`src/rtl/serial_parallel_rx.sv`:
```
// serial_parallel_rx
// Recovers bytes from a 1-bit MSB-first stream in the clk_32f domain.
// It searches for the comma idle symbol at any bit offset. It then confirms
// byte alignment over BC_COUNT consecutive boundary commas. Once locked, it
// presents every non-comma byte on data_out with valid_out for one byte time.

module serial_parallel_rx #(
  parameter logic [7:0]  COMMA    = 8'hBC,
  parameter int unsigned BC_COUNT = 4
) (
  input  logic       clk_32f,
  input  logic       reset,
  input  logic       data_in,
  output logic [7:0] data_out,
  output logic       valid_out,
  output logic       active
);

  localparam int unsigned BCW = $clog2(BC_COUNT + 1);

  typedef enum logic [1:0] {
    ST_SEARCH = 2'd0,
    ST_ALIGN  = 2'd1,
    ST_ACTIVE = 2'd2
  } state_t;

  state_t         state_r;
  state_t         state_nxt_s;

  logic [7:0]     shreg_r;
  logic [2:0]     bit_cnt_r;
  logic [2:0]     bit_cnt_nxt_s;
  logic [BCW-1:0] bc_cnt_r;
  logic [BCW-1:0] bc_cnt_nxt_s;
  logic [BCW-1:0] bc_inc_s;

  logic [7:0]     data_out_r;
  logic           valid_out_r;
  logic           active_r;
  logic [7:0]     data_out_nxt_s;
  logic           valid_out_nxt_s;
  logic           active_nxt_s;

  logic [7:0]     word_s;
  logic           is_comma_s;
  logic           boundary_s;

  // Current byte window, including the bit sampled on this edge
  always_comb begin
    word_s     = {shreg_r[6:0], data_in};
    is_comma_s = (word_s == COMMA);
    boundary_s = (bit_cnt_r == 3'd7);
    bc_inc_s   = bc_cnt_r + BCW'(1);
  end

  // State register
  always_ff @(posedge clk_32f or negedge reset) begin
    if (!reset) begin
      state_r <= ST_SEARCH;
    end else begin
      state_r <= state_nxt_s;
    end
  end

  // Next-state logic, including the bit-phase and comma counters
  always_comb begin
    state_nxt_s   = state_r;
    bit_cnt_nxt_s = bit_cnt_r + 3'd1;
    bc_cnt_nxt_s  = bc_cnt_r;
    case (state_r)
      ST_SEARCH: begin
        if (is_comma_s) begin
          // A hit fixes the byte phase: this edge held the comma's LSB
          bit_cnt_nxt_s = 3'd0;
          bc_cnt_nxt_s  = BCW'(1);
          if (BC_COUNT == 1) begin
            state_nxt_s = ST_ACTIVE;
          end else begin
            state_nxt_s = ST_ALIGN;
          end
        end else begin
          state_nxt_s = ST_SEARCH;
        end
      end
      ST_ALIGN: begin
        if (boundary_s) begin
          if (is_comma_s) begin
            bc_cnt_nxt_s = bc_inc_s;
            if (bc_inc_s == BCW'(BC_COUNT)) begin
              state_nxt_s = ST_ACTIVE;
            end else begin
              state_nxt_s = ST_ALIGN;
            end
          end else begin
            // Straddling false hit or broken idle run: hunt again
            bc_cnt_nxt_s = {BCW{1'b0}};
            state_nxt_s  = ST_SEARCH;
          end
        end else begin
          state_nxt_s = ST_ALIGN;
        end
      end
      ST_ACTIVE: begin
        state_nxt_s = ST_ACTIVE;
      end
      default: begin
        state_nxt_s   = ST_SEARCH;
        bit_cnt_nxt_s = 3'd0;
        bc_cnt_nxt_s  = {BCW{1'b0}};
      end
    endcase
  end

  // Output logic: next values of the registered outputs
  always_comb begin
    data_out_nxt_s  = data_out_r;
    valid_out_nxt_s = valid_out_r;
    active_nxt_s    = (state_nxt_s == ST_ACTIVE);
    case (state_r)
      ST_ACTIVE: begin
        if (boundary_s) begin
          if (is_comma_s) begin
            // Idle byte: drop valid, keep the last payload visible
            valid_out_nxt_s = 1'b0;
          end else begin
            data_out_nxt_s  = word_s;
            valid_out_nxt_s = 1'b1;
          end
        end else begin
          valid_out_nxt_s = valid_out_r;
        end
      end
      ST_SEARCH, ST_ALIGN: begin
        valid_out_nxt_s = 1'b0;
      end
      default: begin
        valid_out_nxt_s = 1'b0;
      end
    endcase
  end

  // Shift register and byte-phase / comma counters
  always_ff @(posedge clk_32f or negedge reset) begin
    if (!reset) begin
      shreg_r   <= 8'h00;
      bit_cnt_r <= 3'd0;
      bc_cnt_r  <= {BCW{1'b0}};
    end else begin
      shreg_r   <= word_s;
      bit_cnt_r <= bit_cnt_nxt_s;
      bc_cnt_r  <= bc_cnt_nxt_s;
    end
  end

  // Registered outputs
  always_ff @(posedge clk_32f or negedge reset) begin
    if (!reset) begin
      data_out_r  <= 8'h00;
      valid_out_r <= 1'b0;
      active_r    <= 1'b0;
    end else begin
      data_out_r  <= data_out_nxt_s;
      valid_out_r <= valid_out_nxt_s;
      active_r    <= active_nxt_s;
    end
  end

  assign data_out  = data_out_r;
  assign valid_out = valid_out_r;
  assign active    = active_r;

endmodule

```
`config.mk`:
```
export PLATFORM = sky130hd
export DESIGN_NAME = serial_parallel_rx
export DESIGN_NICKNAME = d
export VERILOG_FILES = /design/src/rtl/serial_parallel_rx.sv
export SDC_FILE = /design/constraint.sdc
export NUM_CORES = 1
export LEC_CHECK = 0
export CELL_PAD_IN_SITES_DETAIL_PLACEMENT = 0
export CELL_PAD_IN_SITES_GLOBAL_PLACEMENT = 1
export CORE_ASPECT_RATIO = 0.8
export CORE_MARGIN = 4
export CORE_UTILIZATION = 47
export CTS_BUF_LIST = sky130_fd_sc_hd__clkbuf_16
export CTS_CLUSTER_DIAMETER = 150
export DETAILED_ROUTE_END_ITERATION = 7
export GPL_ROUTABILITY_DRIVEN = 0
export MAX_ROUTING_LAYER = met4
export PLACE_DENSITY_LB_ADDON = 0.1
export SLEW_MARGIN = 20
export SYNTH_ARGS = -nofsm -noshare
export SYNTH_HDL_FRONTEND = slang
export SYNTH_SLANG_ARGS = --single-unit
```
`constraint.sdc`:
```
create_clock -name clk_32f -period 3 [get_ports clk_32f]
set_clock_uncertainty 0.05 [all_clocks]
set_input_delay 0.3 -clock clk_32f [delete_from_list [all_inputs] [get_ports clk_32f]]
set_output_delay 0.3 -clock clk_32f [all_outputs]
set_load 0.02 [all_outputs]
```
==> results of run 1 <==
-- final cells by class --
class	instances	area [sq um]	share of cell area
Sequential cell	25	625.6	0.4780
Inverter	3	11.26	0.008604
Clock buffer	3	75.07	0.05736
Multi-Input combinational cell	47	434.2	0.3317
Timing Repair Buffer	13	127.6	0.09751
Tap cell	25	31.28	0.02390
Clock inverter	1	3.754	0.002868
-- registers in the layout, summed over array words and instances (netlist names) --
| signal | flops |
|---|---|
| data_out | 8 |
| bc_cnt_r | 3 |
| active | 1 |
| state_r | 2 |
| valid_out | 1 |
| bit_cnt_r | 3 |
| shreg_r | 7 |
-- cell families after synthesis --
family                   share of synthesized area
AO/OA/AOI/OAI                              0.07400
XOR/XNOR                                  0.008094
adder cells (fa/ha/maj)                    0.09249
buffers and inverters                      0.02081
flip-flops                                  0.5780
multiplexers                                0.1110
AND/OR/NAND/NOR                             0.1156
-- power by group through the flow --
stage	clock network (mW)	registers, mW	logic, mW
finish	0.284	0.384	0.0851
global route	0.309	0.389	0.101
CTS	0.294	0.384	0.0879
detailed placement	0	0.391	0.0878
global placement	0	0.390	0.0858
floorplan	0	0.387	0.0647
-- stage by stage --
step / instances / total power [mW] / hold slack (ps) / area [sq um]
floorplan: 76 / 0.4512 / -45.59 / 1082
global placement: 113 / 0.4756 / 328.2 / 1230
finish: 117 / 0.7532 / 343.7 / 1309
global route: 117 / 0.7993 / 362.4 / 1309
CTS: 117 / 0.7665 / 346.1 / 1309
detailed placement: 113 / 0.4786 / 336.8 / 1230
-- worst register-to-register path: cells and delay by family (launching register included) --
kind,cells,cell delay (ps)
AND/OR/NAND/NOR,1,90
adder cells (fa/ha/maj),1,250
XOR/XNOR,1,220
flip-flops,1,420
AO/OA/AOI/OAI,2,500
-- routing by layer --
layer | wire length [um] | global-route usage
met5 | 0 | -
met2 | 622 | 0.1707
met4 | 10 | 0.02120
met3 | 78 | 0.05303
met1 | 971 | 0.2122
-- final timing paths --
path                                         start                       to  slack, ps  cells past startpoint
hold reg to reg               shreg_r[5]$_DFF_PN0_     shreg_r[6]$_DFF_PN0_        340                      0
min in group asynchronous                    reset   bit_cnt_r[2]$_DFF_PN0_        350                      2
hold / removal                shreg_r[5]$_DFF_PN0_     shreg_r[6]$_DFF_PN0_        340                      0
max in group asynchronous                    reset     shreg_r[0]$_DFF_PN0_       2320                      2
setup reg to reg           bc_cnt_r[0]$_DFFE_PN0P_         active$_DFF_PN0_       1340                      5
setup / recovery                           data_in  data_out[4]$_DFFE_PN0P_       1320                      5
-- cells in the final DEF (no fill, tap or decap), drive strengths merged --
cell / n
and3: 2
buf: 1
a21oi: 2
nand2b: 4
and4bb: 1
inv: 4
dfrtp: 25
xnor2: 1
o22a: 1
a21o: 1
nand2: 3
nor2b: 2
and4b: 1
a22o: 2
nor2: 2
clkdlybuf4s50: 12
nor3: 2
mux2: 8
o21ai: 2
clkbuf: 3
a32o: 1
o21bai: 1
nor3b: 2
ha: 8
a221oi: 1
==> flow_summary.yaml, run 1 <==
drt:
  violation_count_after_the_first_detailed_routing_iteration: 22
  dr_vias: 605
  dr_drc_count: 0
  route.antenna.remaining_nets: 0
  viasPerCell: 5.171
  first_pass_iters: 4
  routed_wire_length_per_instance_um: 14.38
  final_routed_wirelength_across_all_metal_layers_um: 1683
grt:
  first_pass_grt_wire_length_um: 3042
  initial_antenna_violation_count: 0
  grt_pass1_vias: 610
  maximum_number_of_pins_on_one_net_before_global_route_repair: 26
  global_route_total_usage_across_every_layer: 0.1371
  grt_remaining_overflow: 0
clock_network:
  number_of_buffers_inserted_by_post_cts_setup_repair: 0
  tritoncts_clock_tree: "built"
  cts_repair_resized_insts: 0
  clk_path_buf_depth: 2
  cts_num_sinks: 25
  cts_hold_buffers: 0
  path_clk_slew_ps: 60
  latest_clock_arrival_within_the_worst_skew_pair_ps: 250
  numCtsBuffers: 3
  htree_num_levels: 1
  cts.root.buffer_cell: "clkbuf_16"
pwr:
  power_switching_uw: 163.2
  max-vdd-ir-drop_uv: 607.1
  comb_pwr_share: 0.113
  p_int_uw: 590.0
  clockPowerShare: 0.377
  powerDensity_nw_per_um2: 575.5
  power.share.switching: 0.2166
  p_seq_frac: 0.510
  total_leakage_power_nw: 0.6193
synthesis:
  synth_area_leaders: "dfrtp_1 58%, mux2_4 11%, ha_1 9.2%, nand2b_1 2.3%, a22o_1 1.6%"
  asyncSetResetFlopFracSynth: 1.000
  mappedNetlistNets: 87
  syn_area_per_cell_sq_um: 14.24
  synth-seq-cells: 25
  synthesis.area_sq_um: 1082
  synth_seq_area_share: 0.5780
  number_of_synthesized_flops_with_an_enable_pin: 0
  top_ff_cell_synth: "dfrtp_1"
  postSynthCellCount: 76
  synth_warnings: 0
  synth_cell_type_count: 25
  synthMostInstantiatedCell: "dfrtp_1"
  synthDominantCellAreaShare: 0.5780
  synth_top_cell_by_area: "dfrtp_1"
  netlist_top_cells_count: "25 x dfrtp_1, 8 x ha_1, 8 x mux2_4, 4 x nand2b_1, 3 x inv_1"
setup_path:
  cpPeakStageDelay_ps: 490
  end_kind: "flop"
  timing.critical_path.slowest_stage_cell: "clkdlybuf4s50_1"
  critical_path.cell_chain: "clkdlybuf4s50_1 > and4bb_1 > nand2_2 > and3_4 > mux2_4"
  required_ps: 3090
  timing.critical_path.buf_inv: 1
  crit_arrival_ps: 1760
  cp_max_fo: 9
  crit_path_start_kind: "primary input"
  crit_path_category: "primary input to flop"
  critPathTopFamily: "simple AND/OR/NAND/NOR gates"
sta:
  layout_min_cycle_time_ps: 1676
  maxSlewHeadroom: 0.7565
  timing.fmax_mhz: 596.7
  fin_ws_ps: 1324
  fin_crit_sh: 0.5586
  actual_slew_at_the_worst_max_slew_pin_ps: 365.2
  final-hold-violation-count: 0
  final.setup.tns_ps: 0
  setup_viol_count_final: 0
  maxSlewViolCount: 0
  grt_setup_unrepaired: "no"
placement:
  port_buffers: 12
  placement.setup.worst_slack_ps: 1057
  hpwlAfterDp_um: 1245
die:
  die_boundary_width_um: 61.65
  ioPinCount: 13
  fp.dieH_um: 50.92
  area_of_the_die_sq_um: 3139
  num_rows: 15
  initial_core_util: 0.4971
  placeableCoreArea_sq_um: 2177
status:
  status: "finished clean"
worst_hold_path:
  timing.hold.worst.class: "flop to flop"
finish:
  postLayoutCoreUtil: 0.6011
  layout_area_overhead_pct: 20.93
  proportion_of_layout_cells_with_a_drive_suffix_above_1: 0.1630
  fill_cells: 180
  diodes: 0
  fin_nets: 104
run:
  maxCapViolations: 0
No activity file was read; power rests on OpenSTA's default activity.
==> run 2, diff against run 1 <==
CORE_UTILIZATION = 44   (was 47)
clock period = 1.6 ns   (was 3 ns; I/O delays follow)
==> flow_summary.yaml, run 2 (synthesis gave the netlist of run 1 again) <==
finish:
  layout_area_overhead_pct: 34.33
  layout_common_cells: "25 x dfrtp_1, 12 x clkdlybuf4s50_1, 12 x buf_4"
  proportion_of_layout_cells_with_a_drive_suffix_above_1: 0.3269
  fin_nets: 116
  postLayoutCoreUtil: 0.6456
  diodes: 0
  layout_commonest_cell: "dfrtp_1"
  largest_register_ffs: 8
  stdcell_count: 129
sta:
  final.setup.tns_ps: 0
  final-hold-violation-count: 0
  fin_crit_sh: 0.9731
  maxSlewHeadroom: 0.7974
  fin_ws_ps: 43.11
  setup_viol_count_final: 0
  actual_slew_at_the_worst_max_slew_pin_ps: 304.0
  hold_ws_ps: 210.8
  timing.fmax_mhz: 642.3
  layout_min_cycle_time_ps: 1557
  maxSlewViolCount: 0
grt:
  global_route_total_usage_across_every_layer: 0.1422
  initial_antenna_violation_count: 0
  first_pass_grt_wire_length_um: 3374
  grt_pass1_vias: 679
  maximum_number_of_pins_on_one_net_before_global_route_repair: 26
  grt_remaining_overflow: 0
clock_network:
  htree_num_levels: 1
  tritoncts_clock_tree: "built"
  cts_hold_buffers: 0
  clk_path_buf_depth: 2
  cts.root.buffer_cell: "clkbuf_16"
  path_clk_slew_ps: 60
  cts_num_sinks: 25
  latest_clock_arrival_within_the_worst_skew_pair_ps: 260
  numCtsBuffers: 3
worst_hold_path:
  timing.hold.worst.class: "primary input to asynchronous set/reset pin"
setup_path:
  crit_path_start_kind: "flop"
  end_kind: "flop"
  timing.critical_path.buf_inv: 1
  cp_max_fo: 5
  required_ps: 1690
  crit_path_category: "flop to flop"
  timing.critical_path.slowest_stage_cell: "dfrtp_1"
  crit_arrival_ps: 1650
  cpPeakStageDelay_ps: 400
  critPathTopFamily: "flip-flops"
  critical_path.cell_chain: "ha_4 > ha_4 > buf_4 > and3_4 > mux2_4"
  cp_common_cell: "ha_4"
placement:
  placement.setup.worst_slack_ps: -191.9
  dpl.cell_count: 122
  port_buffers: 12
  hpwlAfterDp_um: 1361
drt:
  viasPerCell: 5.202
  first_pass_iters: 4
  final_routed_wirelength_across_all_metal_layers_um: 1974
  route.antenna.remaining_nets: 0
  dr_drc_count: 0
  routed_wire_length_per_instance_um: 15.30
  violation_count_after_the_first_detailed_routing_iteration: 19
  dr_vias: 671
die:
  num_rows: 15
  placeableCoreArea_sq_um: 2252
  die_boundary_width_um: 63.45
  fp.dieH_um: 52.36
  ioPinCount: 13
  initial_core_util: 0.4806
  area_of_the_die_sq_um: 3322
pwr:
  powerDensity_nw_per_um2: 1054
  total_leakage_power_nw: 0.6804
  max-vdd-ir-drop_uv: 703.2
status:
  status: "finished clean"
run:
  maxCapViolations: 0
## run 2: changes by cell type in the layout (fill, tap and decap cells not counted), sizes merged
cell,change
and3,+1
buf,+11
## run 2: path summary, 6_finish.rpt
check	cells after the start	end	slack [ps]	from
worst min register to register	0	shreg_r[1]$_DFF_PN0_	350	shreg_r[0]$_DFF_PN0_
worst max-delay path	5	data_out[1]$_DFFE_PN0P_	40	bit_cnt_r[0]$_DFF_PN0_
worst max register to register	5	data_out[1]$_DFFE_PN0P_	40	bit_cnt_r[0]$_DFF_PN0_
min in group clk_32f	0	shreg_r[1]$_DFF_PN0_	350	shreg_r[0]$_DFF_PN0_
worst min-delay path	2	bc_cnt_r[1]$_DFFE_PN0P_	210	reset
max in group asynchronous	2	bit_cnt_r[0]$_DFF_PN0_	1050	reset
## run 2: metrics by stage
stage | area (sq um) | power [mW]
after CTS | 1394 | 1.471
after detailed placement | 1297 | 0.9245
after global placement | 1297 | 0.9150
final | 1454 | 1.533
after global routing | 1454 | 1.630
after floorplan | 1082 | 0.8460
## run 2: worst reg2reg max path, stage by stage (launching register included)
cell	delay, ps
dfrtp_1	400
ha_4	170
ha_4	160
buf_4	140
and3_4	210
mux2_4	300
## run 2: timing repair
item,CTS,global route
gates resized for setup,2,9
gates cloned,1,0
setup buffers,0,2
pin swaps,0,4
setup endpoints to repair,7,13
## run 2: layout make-up
class	instances	area, sq um
clock inverter	1	3.754
fill	179	798.3
inverter	3	11.26
sequential	25	625.6
clock buffer	3	75.07
tap	25	31.28
multi-input combinational	48	496.7
timing repair buffer	24	210.2
## run 2: metal layers
layer,track usage,vias up,share of wire
met2,0.2062,17,0.42
met5,-,-,0
met1,0.1870,324,0.52
met3,0.03863,5,0.043
li1,-,325,-
met4,0.06452,0,0.017
## run 2: power by group
| group | switching (mW) | internal (mW) |
|---|---|---|
| clock | 0.201 | 0.334 |
| combinational | 0.111 | 0.152 |
| sequential | 0.0445 | 0.691 |
